**src/rtl/bin2bcd_seq.sv**
```systemverilog
// Sequential 14-bit binary to 4-digit packed BCD converter (shift-add-3 / double-dabble).
// Define BIN2BCD_SAT_EN to saturate out-of-range inputs to 9999 and raise ovf.
module bin2bcd_seq (
    input  logic        clk,
    input  logic        rst_n,
    input  logic        start,
    input  logic [13:0] bin_in,
    output logic        busy,
    output logic        done,
    output logic [15:0] bcd_out,
    output logic        ovf
);

    typedef enum logic [1:0] {IDLE, SHIFT, DONE} state_t;

    state_t      state_q, state_d;
    logic [13:0] shift_q, shift_d;
    logic [19:0] scratch_q, scratch_d;
    logic [3:0]  cnt_q, cnt_d;
    logic [15:0] bcd_q, bcd_d;
    logic        done_q, done_d;
    logic [33:0] work;
`ifdef BIN2BCD_SAT_EN
    logic        ovf_lat_q, ovf_lat_d;
    logic        ovf_q, ovf_d;
`endif

    always_ff @(posedge clk or negedge rst_n) begin
        if (!rst_n) begin
            state_q   <= IDLE;
            shift_q   <= '0;
            scratch_q <= '0;
            cnt_q     <= '0;
            bcd_q     <= '0;
            done_q    <= 1'b0;
`ifdef BIN2BCD_SAT_EN
            ovf_lat_q <= 1'b0;
            ovf_q     <= 1'b0;
`endif
        end else begin
            state_q   <= state_d;
            shift_q   <= shift_d;
            scratch_q <= scratch_d;
            cnt_q     <= cnt_d;
            bcd_q     <= bcd_d;
            done_q    <= done_d;
`ifdef BIN2BCD_SAT_EN
            ovf_lat_q <= ovf_lat_d;
            ovf_q     <= ovf_d;
`endif
        end
    end

    always_comb begin
        state_d   = state_q;
        shift_d   = shift_q;
        scratch_d = scratch_q;
        cnt_d     = cnt_q;
        bcd_d     = bcd_q;
        done_d    = 1'b0;
        work      = {scratch_q, shift_q};
`ifdef BIN2BCD_SAT_EN
        ovf_lat_d = ovf_lat_q;
        ovf_d     = ovf_q;
`endif
        case (state_q)
            IDLE: begin
                if (start) begin
                    shift_d   = bin_in;
                    scratch_d = '0;
                    cnt_d     = '0;
`ifdef BIN2BCD_SAT_EN
                    ovf_lat_d = (bin_in > 14'd9999);
`endif
                    state_d   = SHIFT;
                end
            end
            SHIFT: begin
                // Adjust every digit in place, then shift the joined {scratch, shift} word.
                for (int unsigned i = 0; i < 5; i++) begin
                    if (work[14 + 4*i +: 4] >= 4'd5)
                        work[14 + 4*i +: 4] = work[14 + 4*i +: 4] + 4'd3;
                end
                work      = work << 1;
                scratch_d = work[33:14];
                shift_d   = work[13:0];
                cnt_d     = cnt_q + 4'd1;
                if (cnt_q == 4'd13)
                    state_d = DONE;
            end
            DONE: begin
                done_d  = 1'b1;
                state_d = IDLE;
`ifdef BIN2BCD_SAT_EN
                if (ovf_lat_q) begin
                    bcd_d = 16'h9999;
                    ovf_d = 1'b1;
                end else begin
                    bcd_d = scratch_q[15:0];
                    ovf_d = 1'b0;
                end
`else
                bcd_d   = scratch_q[15:0];
`endif
            end
            default: state_d = IDLE;
        endcase
    end

    assign busy    = (state_q != IDLE);
    assign done    = done_q;
    assign bcd_out = bcd_q;
`ifdef BIN2BCD_SAT_EN
    assign ovf     = ovf_q;
`else
    assign ovf     = 1'b0;
`endif

endmodule

```
**config.mk**
```make
export PLATFORM = sky130hd
export DESIGN_NAME = bin2bcd_seq
export DESIGN_NICKNAME = d
export VERILOG_FILES = /design/src/rtl/bin2bcd_seq.sv
export SDC_FILE = /design/constraint.sdc
export NUM_CORES = 1
export LEC_CHECK = 0
export CAP_MARGIN = 10
export CORE_MARGIN = 1
export CORE_UTILIZATION = 45
export DETAILED_ROUTE_END_ITERATION = 8
export PLACE_DENSITY_LB_ADDON = 0.15
export SLEW_MARGIN = 0
export SYNTH_ARGS = -nofsm -noshare
export SYNTH_HDL_FRONTEND = slang
export SYNTH_SLANG_ARGS = --single-unit
export TNS_END_PERCENT = 30
```
**constraint.sdc**
```tcl
create_clock -name clk -period 1.7 [get_ports clk]
set_input_delay 0.51 -clock clk [delete_from_list [all_inputs] [get_ports clk]]
set_output_delay 0.51 -clock clk [all_outputs]
set_load 0.005 [all_outputs]
```
=== Word level (Yosys, flattened, before mapping) ===
Index checks and enable logic that the tools add are counted.

* Add/sub/neg operators: 6
* Order comparisons: 5
* Reductions and logical operators: 5
* Equal/unequal tests: 5
* Mux-type cells: 15

{| class="wikitable"
|+ Operators by type and width
! cell !! count
|-
| 20-bit one-hot mux with 2 select lines || 1
|-
| 14-bit one-hot mux with 2 select lines || 1
|-
| 4-bit by 3-bit >= comparator with 1-bit output (second input constant) || 5
|-
| 20-bit two-way mux || 1
|-
| 4-bit two-way mux || 5
|-
| 4-bit by 2-bit adder with 4-bit output (second input constant) || 4
|-
| 14-bit two-way mux || 1
|-
| 4-bit one-hot mux with 2 select lines || 1
|-
| 4-bit by 1-bit adder with 4-bit output (second input constant) || 1
|-
| 4-bit equality test (second input constant) || 1
|-
| 2-bit two-way mux || 2
|-
| 2-bit inequality test (second input constant) || 2
|-
| 2-bit one-hot mux with 2 select lines || 1
|-
| 2-bit AND reduction || 2
|-
| 2-bit nonzero test || 2
|-
| 3-bit by 2-bit adder with 3-bit output (second input constant) || 1
|-
| 3-bit two-way mux || 1
|-
| 2-bit by 1-bit equality test with 1-bit output (second input constant) || 1
|-
| 2-bit equality test (second input constant) || 1
|-
| 2-bit logical NOT || 1
|-
| 1-bit two-way mux || 1
|}

* Register bits after elaboration: 57
* Logic and storage cells: 42
* Input port bits: 17
* Output and inout port bits: 19

=== Logic depth before layout (Yosys ltp) ===
* Depth after elaboration: 3
* Depth in mapped cells: 5
* Depth with buffers taken out: 5

=== Worst setup path before layout ===
Ideal clock, no wire load.

* Path type: register to output
* Start: reg state_q[1]
* End: out busy
* Path slack: 191 ps
* Data required time: 1190 ps
* Arrival time: 999 ps
* Stages on the path, launching flop included: 4
* Buffers on the path: 2
* Path through: dfrtp_1 -> buf_6 -> clkbuf_1 -> or2_2

* Word-level cells in the longest chain between the ends: 1

{| class="wikitable"
|+ Ends and longest elaborated chain
! item !! line !! text
|-
| from (decl) || 16 || <nowiki>state_t state_q, state_d;</nowiki>
|-
| from (signal assigned) || 41 || <nowiki>state_q <= state_d;</nowiki>
|-
| 2-bit nonzero test || 110 || <nowiki>assign busy = (state_q != IDLE);</nowiki>
|-
| to (decl) || 8 || <nowiki>output logic busy,</nowiki>
|}

Every way passes these cells.

=== Worst setup path in the final report ===
* Start: reg state_q[0]
* End: out busy

Same word-level chain as after synthesis.

==> results.yml <==
outcome:
  outcome: "finished clean"
routing:
  drtAntennaViolNets: 0
  drt_iter0_markers: 92
  routed.top_layer: "met4"
  met1_length_um: 2350
  drcViolationCount: 0
  wl_um: 5050
  firstDrtPassIters: 4
  dr_wl_met3_um: 194
  viasPerCell: 5.34
  dr_total_vias: 1934
  met2WireLength_um: 2460
  wire_per_inst_um: 13.9
final_layout:
  final_common_cell: "dfrtp_1"
  area_growth_pct: 22.6
  mostFrequentLayoutCells: "dfrtp_1, nand2_1, o21ai_0"
  diodes: 0
  drive_gt1_frac: 0.117
  nets: 316
timing:
  whs_ps: 139
  min_period_ps: 1660
  min_period_over_period: 0.974
  finalHoldViolCount: 0
  maxSlewViolCount: 0
  rsz0062_at_grt: "no"
  finClkSkew_ps: 5.98
  timing.fmax_mhz: 604
  setup_viol_count_final: 0
  setup_ws_ps: 44.6
floorplan:
  core_um2: 5540
  initial_core_util: 0.472
  fp.dieArea_um2: 6120
  fp.dieH_um: 78.2
  ios: 36
  die_w_um: 78.2
  num_rows: 27
placement:
  io_buffers: 34
  pre_cts_ws_ps: -76.5
  gp_congestion: 0.797
  dp_hpwl_um: 3580
global_route:
  overflow: 0
  first_global_vias: 1915
  grt_max_degree: 34
  grt_pass1_wl_um: 8870
  antenna_found_initial: 0
  track_usage: 0.184
worst_hold_path:
  min_path_type: "input pin to async pin"
synth:
  synth_cells: 247
  seq_area_frac_synth: 0.507
  synth_area_um2: 2620
  synth_area_leader_cell: "dfrtp_1"
  synthDistinctLibCells: 35
  synth.net_count: 274
  synth-seq-cells: 53
  synth_area_leaders: "dfrtp_1, nand2_1, o21ai_0, ha_1, a22oi_1"
  synth_top_area_share: 0.507
  yosysWarnings: 0
  post_synth.cell_area_avg_um2: 10.6
clocking:
  clk_latency_ps: 300
  cts_tree: "built"
  numCtsBuffers: 5
  cts_buffer_depth: 2
  cts-hold-fix-buffers: 0
  clk_pin_slew_ps: 90
  htree_levels: 2
  cts_root_buffer: "clkbuf_8"
  clkSinkCount: 53
power:
  p_leak_nw: 1.66
  peakVddDrop_mv: 0.761
  p_per_area_nw_per_um2: 1540
setup_path:
  end_kind: "primary output"
  path_class: "flop to primary output"
  arrival_ps: 1150
  required_ps: 1190
  crit_path_start_kind: "flop"
  worst-path-max-fanout: 2
flow_run:
  maxCapViolCount: 0
==> metal layers <==
layer	track usage	vias up
met5	0	-
met4	0.0519	0
met3	0.0384	6
met2	0.304	39
met1	0.244	924
li1	-	965
==> metrics by stage <==
step,total power [W],std cells,TNS (ps),cell area [um2],util
after floorplan,0.00348,247,0,2620,-
final,0.00493,362,0,3210,0.579
after CTS,0.00501,359,0,3150,0.568
after global routing,0.00536,362,0,3210,0.579
after global placement,0.00404,351,-401,3030,0.546
after detailed placement,0.00411,351,-700,3030,0.546
==> sequential cells by signal (all words and copies together) (netlist names) <==
name and flops:
done 1, scratch_q 16, state_q 2, bcd_out 16
cnt_q 4, shift_q 14
==> worst paths after layout <==
check / startpoint / to / slack (ps) / cells after the start
min in group clk: bcd_out[11] / bcd_out[11] / 480 / 2
setup reg to reg: scratch_q[4] / scratch_q[6] / 210 / 5
max in group asynchronous: rst_n / scratch_q[0] / 1050 / 2
hold reg to reg: bcd_out[11] / bcd_out[11] / 480 / 2
hold / removal: rst_n / bcd_out[11] / 140 / 1
setup / recovery: state_q[0] / busy / 40 / 2
==> logic make-up after synthesis <==
family                   Yosys count  share of synthesized area
AO/OA/AOI/OAI                     89                      0.251
AND/OR/NAND/NOR                   56                      0.103
flip-flops                        53                      0.507
buffers and inverters             33                     0.0718
adder cells (fa/ha/maj)           10                     0.0478
XOR/XNOR                           3                     0.0100
multiplexers                       2                    0.00766
other                              1                    0.00143
==> final cells by class <==
class / instances / area (um2)
well taps: 72 / 90.1
multi-input cells: 161 / 1100
clock buffers: 7 / 86.3
flip-flops and latches: 53 / 1330
repair buffers: 49 / 498
inverters: 19 / 71.3
fillers: 494 / 2330
clock inverters: 1 / 30.0
==> critical path, cell delays in order (launching register included) <==
cell,delay [ps]
dfrtp_1,390
or2_4,250
clkdlybuf4s15_1,200
==> synth_stat cells, drive strengths merged <==
cell     count
dfrtp       53
nand2       37
o21ai       36
inv         19
a22oi       13
buf         12
ha          10
o2111ai      8
nor2b        7
a32o         5
o21a         5
a21oi        4
and2b        4
o221ai       4
o311ai       4
o31ai        4
nor2         3
o32ai        3
xnor2        3
clkbuf       2
mux2i        2
nand2b       2
nand3        2
conb         1
o21ba        1
o21bai       1
o22ai        1
or2          1
==> power breakdown <==
part / internal (W) / switching [W] / total, W
clock network: 0.000480 / 0.000401 / 0.000882
logic: 0.00100 / 0.00105 / 0.00205
registers: 0.00170 / 0.000299 / 0.00200
==> repair_timing <==
action,CTS,global route
setup buffers,0,3
cloned,0,0
endpoints found under the setup margin,1,15
resized for setup,3,15
Note: power is estimated with default switching activity, not from simulation.
